$ cat src/rtl/button_debounce.sv
// Push-button conditioner: two-flop synchronizer, debounce FSM, press/release strobes.
// Define BUTTON_DEBOUNCE_HOLD_EN to build the long-press (btn_hold) detector.
module button_debounce #(
  parameter int unsigned DEBOUNCE_CYCLES = 1_000_000,
  parameter int unsigned HOLD_CYCLES     = 50_000_000
) (
  input  logic clk,
  input  logic rst,
  input  logic btn_in,
  output logic btn_level,
  output logic btn_press,
  output logic btn_release,
  output logic btn_hold
);

  localparam int unsigned CntW = $clog2(DEBOUNCE_CYCLES + 1);
  localparam logic [CntW-1:0] CntLast = CntW'(DEBOUNCE_CYCLES - 1);

  // Elaboration-time parameter sanity checks
  if (DEBOUNCE_CYCLES == 0) begin : g_bad_debounce
    $error("DEBOUNCE_CYCLES must be at least 1");
  end
  if (HOLD_CYCLES == 0) begin : g_bad_hold
    $error("HOLD_CYCLES must be at least 1");
  end

  // State bit 1 is the accepted level, bit 0 marks a pending (counting) transition.
  typedef enum logic [1:0] {
    StStableLow  = 2'b00,
    StPendHigh   = 2'b01,
    StStableHigh = 2'b10,
    StPendLow    = 2'b11
  } state_e;

  state_e          state_q, state_d;
  logic            s1_q, s2_q;
  logic [CntW-1:0] cnt_q, cnt_d;
  logic            level_q, level_d;
  logic            press_q, press_d;
  logic            release_q, release_d;
  logic            cnt_done;

  // ---------------------------------------------------------------------------
  // Synchronizer
  // ---------------------------------------------------------------------------
  always_ff @(posedge clk or posedge rst) begin
    if (rst) begin
      s1_q <= 1'b0;
      s2_q <= 1'b0;
    end else begin
      s1_q <= btn_in;
      s2_q <= s1_q;
    end
  end

  assign cnt_done = (cnt_q == CntLast);

  // ---------------------------------------------------------------------------
  // FSM: state register
  // ---------------------------------------------------------------------------
  always_ff @(posedge clk or posedge rst) begin
    if (rst) begin
      state_q <= StStableLow;
    end else begin
      state_q <= state_d;
    end
  end

  // ---------------------------------------------------------------------------
  // FSM: next state
  // ---------------------------------------------------------------------------
  always_comb begin
    state_d = state_q;
    unique case (state_q)
      StStableLow: begin
        // With DEBOUNCE_CYCLES == 1 the first differing sample already completes the count.
        if (s2_q) state_d = cnt_done ? StStableHigh : StPendHigh;
      end
      StPendHigh: begin
        if (!s2_q)         state_d = StStableLow;
        else if (cnt_done) state_d = StStableHigh;
      end
      StStableHigh: begin
        if (!s2_q) state_d = cnt_done ? StStableLow : StPendLow;
      end
      StPendLow: begin
        if (s2_q)          state_d = StStableHigh;
        else if (cnt_done) state_d = StStableLow;
      end
      default: state_d = StStableLow;
    endcase
  end

  // ---------------------------------------------------------------------------
  // FSM: outputs and counter next values
  // ---------------------------------------------------------------------------
  always_comb begin
    cnt_d     = '0;
    level_d   = 1'b0;
    press_d   = 1'b0;
    release_d = 1'b0;
    if ((state_d == StPendHigh) || (state_d == StPendLow)) begin
      cnt_d = cnt_q + CntW'(1);
    end
    level_d   = (state_d == StStableHigh) || (state_d == StPendLow);
    press_d   = ((state_q == StStableLow) || (state_q == StPendHigh)) &&
                (state_d == StStableHigh);
    release_d = ((state_q == StStableHigh) || (state_q == StPendLow)) &&
                (state_d == StStableLow);
  end

  always_ff @(posedge clk or posedge rst) begin
    if (rst) begin
      cnt_q     <= '0;
      level_q   <= 1'b0;
      press_q   <= 1'b0;
      release_q <= 1'b0;
    end else begin
      cnt_q     <= cnt_d;
      level_q   <= level_d;
      press_q   <= press_d;
      release_q <= release_d;
    end
  end

  assign btn_level   = level_q;
  assign btn_press   = press_q;
  assign btn_release = release_q;

  // ---------------------------------------------------------------------------
  // Long-press detector
  // ---------------------------------------------------------------------------
`ifdef BUTTON_DEBOUNCE_HOLD_EN
  localparam int unsigned HoldW = $clog2(HOLD_CYCLES + 1);
  localparam logic [HoldW-1:0] HoldMax  = HoldW'(HOLD_CYCLES);
  localparam logic [HoldW-1:0] HoldLast = HoldW'(HOLD_CYCLES - 1);

  logic [HoldW-1:0] hold_cnt_q, hold_cnt_d;
  logic             hold_q, hold_d;

  // Saturating at HOLD_CYCLES keeps the fire condition from recurring within one press.
  always_comb begin
    hold_cnt_d = hold_cnt_q;
    if (!level_q) begin
      hold_cnt_d = '0;
    end else if (hold_cnt_q != HoldMax) begin
      hold_cnt_d = hold_cnt_q + HoldW'(1);
    end
    hold_d = level_q && (hold_cnt_q == HoldLast);
  end

  always_ff @(posedge clk or posedge rst) begin
    if (rst) begin
      hold_cnt_q <= '0;
      hold_q     <= 1'b0;
    end else begin
      hold_cnt_q <= hold_cnt_d;
      hold_q     <= hold_d;
    end
  end

  assign btn_hold = hold_q;

  a_hold_cnt_range: assert property (@(posedge clk) disable iff (rst)
    hold_cnt_q <= HoldMax);
  a_hold_single: assert property (@(posedge clk) disable iff (rst)
    btn_hold |=> !btn_hold);
`else
  assign btn_hold = 1'b0;
`endif

  // ---------------------------------------------------------------------------
  // Invariants
  // ---------------------------------------------------------------------------
  a_strobe_exclusive: assert property (@(posedge clk) disable iff (rst)
    !(btn_press && btn_release));
  a_strobe_spaced: assert property (@(posedge clk) disable iff (rst)
    (btn_press || btn_release) |=> !(btn_press || btn_release));
  a_cnt_range: assert property (@(posedge clk) disable iff (rst)
    cnt_q <= CntLast);
  a_level_matches_state: assert property (@(posedge clk) disable iff (rst)
    level_q == state_q[1]);

endmodule

$ cat config.mk
export PLATFORM = sky130hd
export DESIGN_NAME = button_debounce
export DESIGN_NICKNAME = d
export VERILOG_FILES = /design/src/rtl/button_debounce.sv
export SDC_FILE = /design/constraint.sdc
export NUM_CORES = 1
export LEC_CHECK = 0
export ABC_AREA = 1
export CORE_ASPECT_RATIO = 0.6
export CORE_MARGIN = 2
export CORE_UTILIZATION = 40
export DETAILED_ROUTE_END_ITERATION = 8
export GPL_TIMING_DRIVEN = 0
export PLACE_DENSITY = 0.59
export REMOVE_ABC_BUFFERS = 1
export SLEW_MARGIN = 20
export SYNTH_ARGS = -nofsm -noshare
export SYNTH_HDL_FRONTEND = slang
export SYNTH_SLANG_ARGS = --single-unit
$ cat constraint.sdc
create_clock -name clk -period 1.6 [get_ports clk]
set_input_delay 0.32 -clock clk [delete_from_list [all_inputs] [get_ports clk]]
set_output_delay 0.32 -clock clk [all_outputs]
set_load 0.02 [all_outputs]
==> results of run 1 <==
-- cell type report --
type                    count  area, um^2
fillers                   327        1750
multi-input cells         137         647
flip-flops and latches     25         626
inverters                  21        78.8
repair buffers              6        56.3
well taps                  45        56.3
clock buffers               4        45.0
-- report_power, final --
| part | internal (uW) | switching (uW) | total, uW |
|---|---|---|---|
| Clock | 178 | 194 | 372 |
| Sequential | 640 | 6.93 | 647 |
| Combinational | 16.8 | 33.4 | 50.2 |
| Total | 835 | 234 | 1070 |
-- registers in the layout, indices dropped and copies added, names as in the netlist --
| name | count |
|---|---|
| btn_release | 1 |
| btn_press | 1 |
| cnt_q | 20 |
| s2_q | 1 |
| btn_level | 1 |
| s1_q | 1 |
-- stage by stage --
step / cell area (um^2) / power, uW
finish: 1510 / 1070
global route: 1510 / 1120
detailed placement: 1440 / 705
CTS: 1490 / 1080
floorplan: 1340 / 690
global placement: 1440 / 704
-- cell families (layout without fill, tap and decap cells) --
| group | count (synthesis) | in the layout | share of synthesized area |
|---|---|---|---|
| AOI/OAI and AO/OA | 4 | 4 | 0.0183 |
| DFF | 25 | 25 | 0.458 |
| buffers and inverters | 24 | 31 | 0.0797 |
| and+or+nand+nor | 121 | 121 | 0.368 |
| xor gates and xnor gates | 10 | 10 | 0.0642 |
| other | 1 | 1 | 0.00275 |
| adders and majority gates | 1 | 1 | 0.00916 |
-- cells in the final DEF, fill, tap and decap left out, drive strengths merged --
cell | netlist | layout
dlygate4sd2 | 0 | 1
nand2 | 52 | 52
dfrtp | 25 | 25
buf | 3 | 1
conb | 1 | 1
a21oi | 1 | 1
o21ai | 1 | 1
xor2 | 5 | 5
or2 | 1 | 1
clkdlybuf4s50 | 0 | 4
xnor2 | 5 | 5
nand3 | 10 | 10
ha | 1 | 1
nor2 | 55 | 55
nand4 | 3 | 3
clkbuf | 0 | 4
inv | 21 | 21
o21bai | 2 | 2
-- metal layers --
metal,vias up,global-route usage,routed length [um],share of wire
met5,-,0,0,0
li1,572,-,-,-
met1,526,0.247,1530,0.54
met3,2,0.0444,123,0.044
met4,0,0.0144,4,0.0014
met2,20,0.234,1160,0.41
-- path summary, 6_finish.rpt --
kind / from / to / depth (start not counted)
max: btn_release / btn_release / 1
min: s1_q / s2_q / 0
max reg2reg: cnt_q[1] / cnt_q[16] / 6
min reg2reg: s1_q / s2_q / 0
max in group asynchronous: rst / cnt_q[16] / 2
min in group asynchronous: rst / cnt_q[1] / 2
-- timing repair --
action	CTS	global route
endpoints found under the hold margin	0	0
resized for setup	2	2
setup endpoints to repair	21	20
setup buffers	0	1
==> run summary, run 1 <==
Status - finished clean
Worst vdd ir - 0.000438 V
Skew final - 3.82 ps
Share of layout cells above drive strength 1 - 0.0725
Root Driver - clkbuf_8
Syn avg cell area - 7.34 um^2
Critical path's largest stage delay - 610 ps
Final nets - 198
Area leader, netlist - dfrtp_1
Post-synthesis sequential area ratio - 0.458
DP HPWL - 2.17 mm
Initial DRT Pass Iterations - 5
Pin count of the biggest net entering global routing - 26
Congestion Overflow GR - 0
Clk buf depth - 2
WP data arrival - 1210 ps
# rows - 16
Worst slack at placement - -60.3 ps
Number of flops mapped to enable cells by yosys - 0
First-pass GRT wire length - 4.85 mm
Final Hold Viols - 0
Clk_lat worst skew - 270 ps
Main area contributors after synthesis - dfrtp_1, nor2_1, nand2_1
Die area - 3910 um^2
CTS Sinks - 25
Final Non-Filler Cells - 238
Gp weighted congestion - 0.810
Hold WS - 359 ps
DRC - 0
Ports - 7
Count of state elements after synthesis - 25
Placed Cells - 233
Vias in the first global route - 1052
DR vias - 1120
Final WS setup - 72.0 ps
Detailed router's first-iteration violation count - 68
Layout Utilization - 0.462
Crit-path leading delay family - buffers and inverters
Min Tclk post-route - 1530 ps
Layout area overhead - 10.5%
Hold/Removal Path Class - reg2reg
Final Slew Violations - 0
Worst-Margin Slew - 931 ps
Hold_buf cts - 0
CP max stage cell - clkdlybuf4s50_1
RSZ-0062 raised after global routing - no
Chip Width - 79.4 um
Fmax - 0.654 GHz
Setup Crit Path Kind - reg2out
Worst-path fanout max - 1
Final antenna diode count - 0
Lkg Pwr - 0.000645 uW
DRT antenna net count - 0
Final setup fails - 0
CTS tree - yes
WL/cell - 11.8 um
Die Y - 49.3 um
Area of the mapped netlist - 1370 um^2
Routed WL - 2.82 mm
H-tree depth - 1
Core footprint - 3260 um^2
Yosys Warn Count - 0
Worst Path Required - 1280 ps
Slew HR - 0.379
Synth cell count leaders - nor2_1, nand2_1, dfrtp_1
Final critical-path share of the clock period - 0.955
DR vias/cell - 4.71
Maxcap violations - 0
Overall routing resource usage - 0.161
Post-synth ARST share - 1.00
Count leader, synth - nor2_1
R2R Setup Slk - 160 ps
IO Port Bufs - 5
Critical path, cell by cell - clkdlybuf4s50_1
Initial Util - 0.418
Synth top area share - 0.458
Pwr/cell area - 708 nW/um^2
CP Launch Type - flop
Critical path buffers and inverters - 1
CTS buffer count - 3
Clock-pin slew on the worst setup and hold paths - 90 ps
Synth cell types - 21
Synth Instances - 186
Top_reg_cell synth - dfrtp_1
Crit. End Element - output port
Initial antenna violation count - 0
Setup_tns - 0 ps
Power figures use the tool's default switching activity.
==> run 2, diff against run 1 <==
Settings changed: CTS_CLUSTER_DIAMETER set to 120, REMOVE_ABC_BUFFERS 1 to unset.
==> run 2 against run 1 <==
Against the previous run:
- fmax is essentially flat
- combinational power grew 11%
- non-clock buffer count grew 3
- clock power is essentially flat
- sequential power is essentially flat
- sequential share of layout area shrank 0.44 points
- utilization grew 0.50 points
- first-iteration DRC count grew 26%
- power grew 0.79%
- die area is the same
- clock skew is essentially flat
- critical path depth is the same
- critical endpoint unchanged
- largest cell class unchanged
- highest routed layer unchanged
==> run summary, run 2 (synthesis gave the netlist of run 1 again) <==
Initial Util - 0.418
Ports - 7
RSZ-0062 raised after global routing - no
Lkg Pwr - 0.000656 uW
DR WL met3 - 206 um
Hold/Removal Path Class - reg2reg
Skew final - 3.66 ps
Clk pwr share - 0.347
Clk_lat worst skew - 270 ps
Critical path buffers and inverters - 1
DP Area - 1470 um^2
Worst-Margin Slew - 883 ps
Root Driver - clkbuf_8
Clk buf depth - 2
Reg power frac - 0.601
Pwr/cell area - 706 nW/um^2
DRC - 0
Worst Path Required - 1280 ps
Share of layout cells above drive strength 1 - 0.0867
Switching share of power - 0.220
Final nets - 201
WL/cell - 11.4 um
Top Layer Used - met4
Detailed router's first-iteration violation count - 86
Hold_buf cts - 0
Initial DRT Pass Iterations - 5
Setup_tns - 0 ps
Setup crit start - btn_release
Combinational Power Share - 0.052
Setup Crit Path Kind - reg2out
Final setup fails - 0
# rows - 16
Initial antenna violation count - 0
Synthesized net count - 190
CTS buffer count - 3
Layout area overhead - 11.7%
CP max stage cell - clkdlybuf4s50_1
Cell internal pwr - 840 uW
Layout Utilization - 0.467
DR vias - 1103
WP data arrival - 1210 ps
Critical path's largest stage delay - 600 ps
Met1 WL - 1.44 mm
DRT antenna net count - 0
Final antenna diode count - 0
Routed WL - 2.75 mm
Commonest non-fill, non-tap cell in the layout - nor2_1
Min-delay src - s1_q
Final Cell Area - 1530 um^2
Pin count of the biggest net entering global routing - 26
H-tree depth - 1
CTS Sinks - 25
Final Slew Violations - 0
Crit. End Element - output port
DP HPWL - 2.14 mm
Critical path, cell by cell - clkdlybuf4s50_1
Worst R2R Start - cnt_q[0]
Worst-path fanout max - 1
Congestion Overflow GR - 0
Met2 wire length - 1.07 mm
P_sw - 237 uW
Vias in the first global route - 1053
Core footprint - 3260 um^2
Chip Width - 79.4 um
Status - finished clean
First-pass GRT wire length - 4.93 mm
Fmax - 0.654 GHz
Maxcap violations - 0
CTS tree - yes
Final critical-path share of the clock period - 0.955
Gp weighted congestion - 0.907
Final Hold Viols - 0
Overall routing resource usage - 0.165
Die area - 3910 um^2
FILL cells - 328
CP Launch Type - flop
Slew HR - 0.408
DR vias/cell - 4.58
Die Y - 49.3 um
Most flop-heavy register - cnt_q
Worst vdd ir - 0.000355 V
Most frequent cells in the layout - nor2_1, nand2_1, dfrtp_1
Clock-pin slew on the worst setup and hold paths - 80 ps
Min Tclk post-route - 1530 ps
Crit-path leading delay family - buffers and inverters
IO Port Bufs - 5
Max reg flops - 20
## run 2: cell count changes in the layout (fill, tap and decap cells not counted), sizes merged
cell / previous run / this run
buf: 1 / 4
clkinv: 0 / 1
inv: 21 / 20
## run 2: power by group through the flow
stage / clock (uW) / combinational, uW / sequential (uW)
finish: 374 / 55.8 / 647
global route: 419 / 64.6 / 649
CTS: 391 / 53.8 / 648
detailed placement: 0 / 53.6 / 660
global placement: 0 / 52.5 / 660
floorplan: 0 / 39.1 / 658
## run 2: routing by layer
layer,global-route usage,vias to the layer above
met5,0,-
li1,-,576
met1,0.255,497
met4,0.0345,0
met2,0.230,25
met3,0.0444,5
## run 2: per-stage QoR
stage / worst slack, ps / hold slack (ps) / power, uW / cells
3_3_place_gp: 66.1 / 334 / 712 / 236
3_5_place_dp: 62.5 / 350 / 714 / 236
2_1_floorplan: 270 / 331 / 697 / 186
6_report: 71.4 / 364 / 1080 / 241
4_1_cts: 45.1 / 370 / 1090 / 240
5_1_grt: 24.0 / 387 / 1130 / 241
## run 2: worst paths after layout
path / endpoint / slack [ps] / cells past startpoint
setup / recovery: btn_release / 70 / 1
setup reg to reg: cnt_q[9] / 110 / 7
min in group asynchronous: btn_level / 430 / 2
hold / removal: s2_q / 360 / 0
hold reg to reg: s2_q / 360 / 0
max in group asynchronous: cnt_q[18] / 760 / 2
## run 2: what timing repair did
action	4_1_cts	5_1_grt
resized for setup	1	1
setup endpoints to repair	1	19
buffers inserted	0	1
pin swaps	0	0
gates cloned	0	0
## run 2: cell type report
cell class	count	area [um^2]	share of cell area
Clock buffer	4	45.0	0.0295
Timing Repair Buffer	6	56.3	0.0369
Sequential cell	25	626	0.410
Buffer	3	30.0	0.0197
Tap cell	45	56.3	0.0369
Multi-Input combinational cell	137	633	0.415
Inverter	21	78.8	0.0517
